File: src/rtl/sdf_stage_ctrl_if.sv
// sdf_stage_ctrl_if: handshake and datapath-control bundle of one SDF NTT stage.
interface sdf_stage_ctrl_if #(
    parameter int TW_AW = 2
);
    logic             in_valid;
    logic             in_ready;
    logic             drain;
    logic             sel_in;
    logic             sel_out;
    logic             push;
    logic             pop;
    logic             bf_en;
    logic [TW_AW-1:0] tw_addr;
    logic             out_valid;
    logic             frame_done;
    logic             busy;

    modport master (
        output in_valid, drain,
        input  in_ready, sel_in, sel_out, push, pop, bf_en, tw_addr, out_valid, frame_done, busy
    );

    modport slave (
        input  in_valid, drain,
        output in_ready, sel_in, sel_out, push, pop, bf_en, tw_addr, out_valid, frame_done, busy
    );
endinterface

File: src/rtl/sdf_stage_ctrl.sv
// sdf_stage_ctrl: sequencer for one radix-2 SDF NTT stage (fill/butterfly/drain control, twiddle address).
// Define SDF_TW_BITREV_EN to emit bit-reversed twiddle addresses.
module sdf_stage_ctrl #(
    parameter int N     = 8,
    parameter int DELAY = 4,
    parameter int TW_AW = $clog2(N/2)
) (
    input logic             clk,
    input logic             rst,
    sdf_stage_ctrl_if.slave io
);
    localparam int CW      = $clog2(2*DELAY);
    localparam int FW      = $clog2(N);
    localparam int TW_STEP = N/(2*DELAY);

    typedef enum logic {RUN = 1'b0, DRAIN = 1'b1} state_t;

    state_t           r_state, w_state_nx;
    logic [CW-1:0]    r_cnt, w_cnt_nx;
    logic [FW-1:0]    r_fcnt, w_fcnt_nx;
    logic             r_primed, w_primed_nx;
    logic             w_run_adv, w_adv, w_phase, w_bf;
    logic [CW-1:0]    w_idx;
    logic [TW_AW-1:0] w_tw_nat, w_tw;

    assign w_run_adv = r_state == RUN && io.in_valid;
    assign w_adv     = w_run_adv || r_state == DRAIN;
    assign w_phase   = r_cnt[CW-1];
    assign w_bf      = w_run_adv && w_phase;
    assign w_idx     = r_cnt & CW'(DELAY-1);
    assign w_tw_nat  = TW_AW'(32'(w_idx) * 32'(TW_STEP));

`ifdef SDF_TW_BITREV_EN
    for (genvar i = 0; i < TW_AW; i++) begin : g_rev
        assign w_tw[i] = w_tw_nat[TW_AW-1-i];
    end
`else
    assign w_tw = w_tw_nat;
`endif

    always_ff @(posedge clk) begin
        if (rst) begin
            r_state  <= RUN;
            r_cnt    <= '0;
            r_fcnt   <= '0;
            r_primed <= 1'b0;
        end else begin
            r_state  <= w_state_nx;
            r_cnt    <= w_cnt_nx;
            r_fcnt   <= w_fcnt_nx;
            r_primed <= w_primed_nx;
        end
    end

    always_comb begin
        w_state_nx  = r_state;
        w_cnt_nx    = w_adv ? r_cnt + 1'b1 : r_cnt;
        w_fcnt_nx   = w_run_adv ? r_fcnt + 1'b1 : r_fcnt;
        w_primed_nx = r_primed || (w_run_adv && r_cnt == CW'(2*DELAY-1));
        // drain is only honoured on a block boundary with a primed delay line and no incoming sample
        if (r_state == RUN && !io.in_valid && io.drain && r_primed && r_cnt == '0)
            w_state_nx = DRAIN;
        if (r_state == DRAIN && r_cnt == CW'(DELAY-1)) begin
            w_state_nx  = RUN;
            w_cnt_nx    = '0;
            w_primed_nx = 1'b0;
        end
    end

    assign io.in_ready   = r_state == RUN;
    assign io.busy       = r_primed || r_state == DRAIN;
    assign io.frame_done = w_run_adv && r_fcnt == FW'(N-1);
    assign io.push       = w_run_adv;
    assign io.bf_en      = w_bf;
    assign io.sel_in     = w_bf;
    assign io.sel_out    = w_bf;
    assign io.pop        = r_state == DRAIN || (w_run_adv && (w_phase || r_primed));
    assign io.out_valid  = io.pop;
    assign io.tw_addr    = (w_adv && !w_phase) ? w_tw : '0;
endmodule

File: src/flat_wrapper.sv
// flat-port wrapper written by rule: the top's interface ports become plain ports
module sdf_stage_ctrl_flat 
#(
    parameter int N     = 8,
    parameter int DELAY = 4,
    parameter int TW_AW = $clog2(N/2)
)
  (clk, rst, io_in_valid, io_drain, io_in_ready, io_sel_in, io_sel_out, io_push, io_pop, io_bf_en, io_tw_addr, io_out_valid, io_frame_done, io_busy);
  sdf_stage_ctrl_if #(.TW_AW(TW_AW)) io_i ();
  input logic clk;
  input logic rst;
  input wire logic [$bits(io_i.in_valid)-1:0] io_in_valid;
  input wire logic [$bits(io_i.drain)-1:0] io_drain;
  output wire logic [$bits(io_i.in_ready)-1:0] io_in_ready;
  output wire logic [$bits(io_i.sel_in)-1:0] io_sel_in;
  output wire logic [$bits(io_i.sel_out)-1:0] io_sel_out;
  output wire logic [$bits(io_i.push)-1:0] io_push;
  output wire logic [$bits(io_i.pop)-1:0] io_pop;
  output wire logic [$bits(io_i.bf_en)-1:0] io_bf_en;
  output wire logic [$bits(io_i.tw_addr)-1:0] io_tw_addr;
  output wire logic [$bits(io_i.out_valid)-1:0] io_out_valid;
  output wire logic [$bits(io_i.frame_done)-1:0] io_frame_done;
  output wire logic [$bits(io_i.busy)-1:0] io_busy;
  assign io_i.in_valid = io_in_valid;
  assign io_i.drain = io_drain;
  assign io_in_ready = io_i.in_ready;
  assign io_sel_in = io_i.sel_in;
  assign io_sel_out = io_i.sel_out;
  assign io_push = io_i.push;
  assign io_pop = io_i.pop;
  assign io_bf_en = io_i.bf_en;
  assign io_tw_addr = io_i.tw_addr;
  assign io_out_valid = io_i.out_valid;
  assign io_frame_done = io_i.frame_done;
  assign io_busy = io_i.busy;
  sdf_stage_ctrl #(.N(N), .DELAY(DELAY), .TW_AW(TW_AW)) u_core (.clk(clk), .rst(rst), .io(io_i));
endmodule
File: config.mk
export PLATFORM = sky130hd
export DESIGN_NAME = sdf_stage_ctrl_flat
export DESIGN_NICKNAME = d
export VERILOG_FILES = /design/src/rtl/sdf_stage_ctrl_if.sv /design/src/rtl/sdf_stage_ctrl.sv /design/src/flat_wrapper.sv
export SDC_FILE = /design/constraint.sdc
export NUM_CORES = 1
export LEC_CHECK = 0
export ABC_AREA = 1
export BUFFER_PORTS_ARGS = -buffer_cell sky130_fd_sc_hd__buf_2
export CORE_AREA = 2 2 39 41
export CTS_CLUSTER_SIZE = 10
export DETAILED_ROUTE_END_ITERATION = 10
export DIE_AREA = 0 0 41 43
export PLACE_DENSITY = 0.67
export SETUP_SLACK_MARGIN = 0.1
export SYNTH_ARGS = -nofsm -noshare
export SYNTH_HDL_FRONTEND = slang
export SYNTH_SLANG_ARGS = --single-unit
export TNS_END_PERCENT = 10
File: constraint.sdc
create_clock -name clk -period 1.23 [get_ports clk]
set_input_delay 0.0615 -clock clk [delete_from_list [all_inputs] [get_ports clk]]
set_output_delay 0.0615 -clock clk [all_outputs]
set_load 0.05 [all_outputs]
=== Word level (Yosys, flattened, before mapping) ===
Cells that the tools add are included.

* Logic and storage cells: 31
* Output and inout bits: 11
* Bits in registers: 8

* Eq/ne operators: 3
* Add/subtract/negate cells: 2
* Bitwise logic cells: 1
* Muxes and demuxes: 1
* Reductions and logical operators: 20

{| class="wikitable"
|+ Operators with widths
! cell !! number
|-
| $logic_and 1x1->1 || 11
|-
| $add 3x1->3 const B || 2
|-
| $eq 3x3->1 const B || 2
|-
| $logic_or 1x1->1 || 5
|-
| $eq 3x2->1 const B || 1
|-
| $logic_not 3->1 || 1
|-
| $logic_not 1->1 || 2
|-
| $mux 2 || 1
|-
| $reduce_or 2->1 || 1
|-
| $not 1->1 || 1
|}

=== Logic depth before layout (Yosys ltp) ===
* Word-level depth: 5
* Gate-level depth with buffers: 6
* Depth with buffers taken out: 6

=== Least setup slack after synthesis ===
OpenSTA, ideal clock, no wires.

* Path type: register to output
* Start point: register u_core.r_state
* End point: output port io_pop
* Required time: 1.168 ns
* Data arrival time: 1.990 ns
* Setup slack: -0.821 ns
* Stages on the path, launching flop included: 4
* Path through: dfxtp_1 -> inv_1 -> a31oi_1 -> buf_4

* Longest elaborated chain between the ends: 4

{| class="wikitable"
|+ RTL lines
! element !! line !! text
|-
| from (decl) || sdf_stage_ctrl.sv:18 || <nowiki>state_t r_state, w_state_nx;</nowiki>
|-
| from (signal assigned) || sdf_stage_ctrl.sv:48 || <nowiki>r_state <= w_state_nx;</nowiki>
|-
| $not 1->1 || -- ||
|-
| named net io_in_ready || flat_wrapper.sv:14 || <nowiki>output wire logic [$bits(io_i.in_ready)-1:0] io_in_ready;</nowiki>
|-
| $logic_and 1x1->1 || sdf_stage_ctrl.sv:26 || <nowiki>assign w_run_adv = r_state == RUN && io.in_valid;</nowiki>
|-
| $logic_and 1x1->1 || sdf_stage_ctrl.sv:77 || <nowiki>assign io.pop = r_state == DRAIN || (w_run_adv && (w_phase || r_primed));</nowiki>
|-
| $logic_or 1x1->1 || sdf_stage_ctrl.sv:77 ||
|-
| to (decl) || flat_wrapper.sv:18 || <nowiki>output wire logic [$bits(io_i.pop)-1:0] io_pop;</nowiki>
|}

The timed path passes the listed nets, and every way through them passes these cells.

=== Final worst setup path ===
* Start point: register u_core.r_state
* End point: output port io_out_valid

* Longest elaborated chain between the ends: 4

{| class="wikitable"
|+ RTL lines
! element !! line !! text
|-
| $not 1->1 || sdf_stage_ctrl.sv:26 ||
|-
| $logic_and 1x1->1 || sdf_stage_ctrl.sv:26 ||
|-
| $logic_and 1x1->1 || sdf_stage_ctrl.sv:77 ||
|-
| $logic_or 1x1->1 * || sdf_stage_ctrl.sv:77 ||
|-
| to (decl) || flat_wrapper.sv:21 || <nowiki>output wire logic [$bits(io_i.out_valid)-1:0] io_out_valid;</nowiki>
|}

Mark *: on every way between the ends. The rest lies on a longest branch, timed or not.

==> results.cfg <==
[critical_path]
start_kind = register
slowest_delay_ns = 0.40
crit_path_end_kind = output port
critical_path_arrival_ns = 1.15
crit_fanout = 5
cp_slowest_cell = dfxtp_4
ff2ff_path_depth = 4
path_class = register to output port
worstPathCellList = clkinvlp_4, a31oi_4, buf_6
cp.required_ns = 1.17

[timing]
fmax_mhz = 827.9
rsz0062_at_grt = true
finalHoldViolCount = 0
relSlewSlack = 0.8350
hold_ws_ns = 0.009943
slew_violations = 0
min_period_ns = 1.208
setup_viol = 0
finClkSkew_ns = 0.005513
worstMarginPinSlew_ns = 0.2470
period_share = 0.9820

[detailed_routing]
met3_wirelength_um = 23
initialDrtViolationCount = 2
top_layer = met4
firstDrtPassIters = 4
wl_per_cell_um = 10.10
drtAntennaViolNets = 0
routed-wl-met2_um = 549
wl_met1_um = 380
drc = 0
wl_um = 970
routed-via-count = 446
via_per_inst = 4.646

[floorplan]
die_h_um = 43
io_pins = 15
die_w_um = 41
core_area_sq_um = 1384
num_rows = 14
initial_core_util = 0.3318
dieArea_sq_um = 1763

[logic_synthesis]
seq_area_frac_synth = 0.3488
synth.area.top_cells = dfxtp_1 (35%), ha_1 (16%), nand2_1 (9.0%)
synth.avg_cell_area_sq_um = 7.653
syn_inst = 60
ys_types = 14
synth_top_area_share = 0.3488
ys.warnings.count = 0
synth-seq-cells = 8
yosys.area.top_type = dfxtp_1
syn-cell-area_sq_um = 459.2
syn_nets = 70

[hold_path]
whs_path_depth = 2
hp-class = input port to register

[pwr]
p_int_mw = 0.4498
max-vdd-ir-drop_mv = 0.4168
power.switching_mw = 0.1907
pwr-share-comb = 0.204
clkPwrFrac = 0.355
power_mw = 0.6404
pwr-share-seq = 0.441
power_density_nw_per_um2 = 840.5
p_leak_nw = 0.3184
sw_frac_of_total = 0.2977

[clocking]
htree_levels = 1
cts.sinks = 8
worstSkewPairLatency_ns = 0.26
cts_root_buffer = clkbuf_4
cts_buffers = 3
cts_tree = done
ctsLongestPathBuffers = 2
ctsHoldBuffers = 0
clkSlewWorstSetupHoldPaths_ns = 0.06

[global_route]
grt_max_degree = 7
grt_pass1_wl_um = 1511
overflow = 0
grt_pass1_vias = 381
antenna_found_initial = 0
grtUsageTotal = 0.1249

[cells_and_area]
nets = 91
syn2layout_area_growth_pct = 65.94
fin_area_sq_um = 762.0
drive_above_1_share = 0.5750
diodes = 0

[placed_design]
gp_congestion = 0.7658
numPortBuffers = 14
place_area_sq_um = 584.3
dp_hpwl_um = 697.3

[run]
drv_cap = 0

[run_status]
outcome = complete, no violations
cell type report:
cell class	count	area, sq um
sequential	8	171.4
inverter	9	37.54
clock buffer	4	26.28
fill	130	621.8
timing repair buffer	19	166.4
multi-input combinational	40	340.3
tap	16	20.02
synth_stat cells (all sizes together):
cell	n
a31oi	1
a21oi	6
nor3	2
inv	9
buf	3
nand3	1
nor3b	1
a21o	1
dfxtp	8
ha	6
nor2	10
nand2	12
placed cells by master, fill, tap and decap left out, drive strengths merged:
master     n
ha         6
nand2     12
a21o       1
buf       19
nor3       2
dfxtp      8
a21oi      6
clkinvlp   1
a31oi      1
inv        8
clkbuf     4
nand3      1
nor3b      1
nor2      10
final timing paths:
path / to / slack (ns) / start
setup / recovery: io_out_valid / 0.02 / u_core.r_state$_SDFFE_PP0P_
hold / removal: u_core.r_fcnt[1]$_SDFFE_PP0P_ / 0.01 / rst
setup reg to reg: u_core.r_cnt[1]$_SDFFE_PP0P_ / 0.11 / u_core.r_cnt[1]$_SDFFE_PP0P_
hold reg to reg: u_core.r_fcnt[1]$_SDFFE_PP0P_ / 0.49 / u_core.r_fcnt[1]$_SDFFE_PP0P_
flip-flops by register name, indices dropped and copies added (netlist names):
signal	count
u_core.r_state	1
u_core.r_primed	1
u_core.r_fcnt	3
u_core.r_cnt	3
cell families (layout without fill, tap and decap cells):
logic type | count (synthesis) | in the layout | share of synthesized area
AOI/OAI and AO/OA | 8 | 8 | 0.09811
adders and majority gates | 6 | 6 | 0.1635
buffers and inverters | 12 | 32 | 0.1226
DFF | 8 | 8 | 0.3488
and+or+nand+nor | 26 | 26 | 0.2670
power by group through the flow:
stage	clock network [mW]	registers, mW	logic, mW
after floorplan	0	0.281	0.0730
after global placement	0	0.281	0.0949
after detailed placement	0	0.283	0.0968
after CTS	0.228	0.280	0.113
after global routing	0.248	0.284	0.143
final	0.227	0.282	0.131
layer usage:
layer | track usage | vias up
li1 | - | 227
met1 | 0.1299 | 207
met2 | 0.2156 | 10
met3 | 0.01571 | 2
met4 | 0.08000 | 0
met5 | 0 | -
per-stage QoR:
stage	TNS (ns)	setup WS, ns	util	instances
finish	0	0.02218	0.5506	96
global route	-0.1898	-0.04586	0.5506	96
CTS	0	0.01613	0.4982	96
detailed placement	0	0.06744	0.4222	89
global placement	0	0.1090	0.4222	89
floorplan	-0.7346	-0.2217	-	60
repair_timing:
item,CTS,global route
buffers inserted,3,0
resized for setup,16,24
endpoints found under the setup margin,15,15
cloned,0,0
pin swaps,4,6
worst max-delay path: cells and delay by family (launching register included):
family | cells | cell delay (ns)
compound gates | 1 | 0.17
buf+inv | 2 | 0.31
flops | 1 | 0.40
No activity file was read; power rests on OpenSTA's default activity.
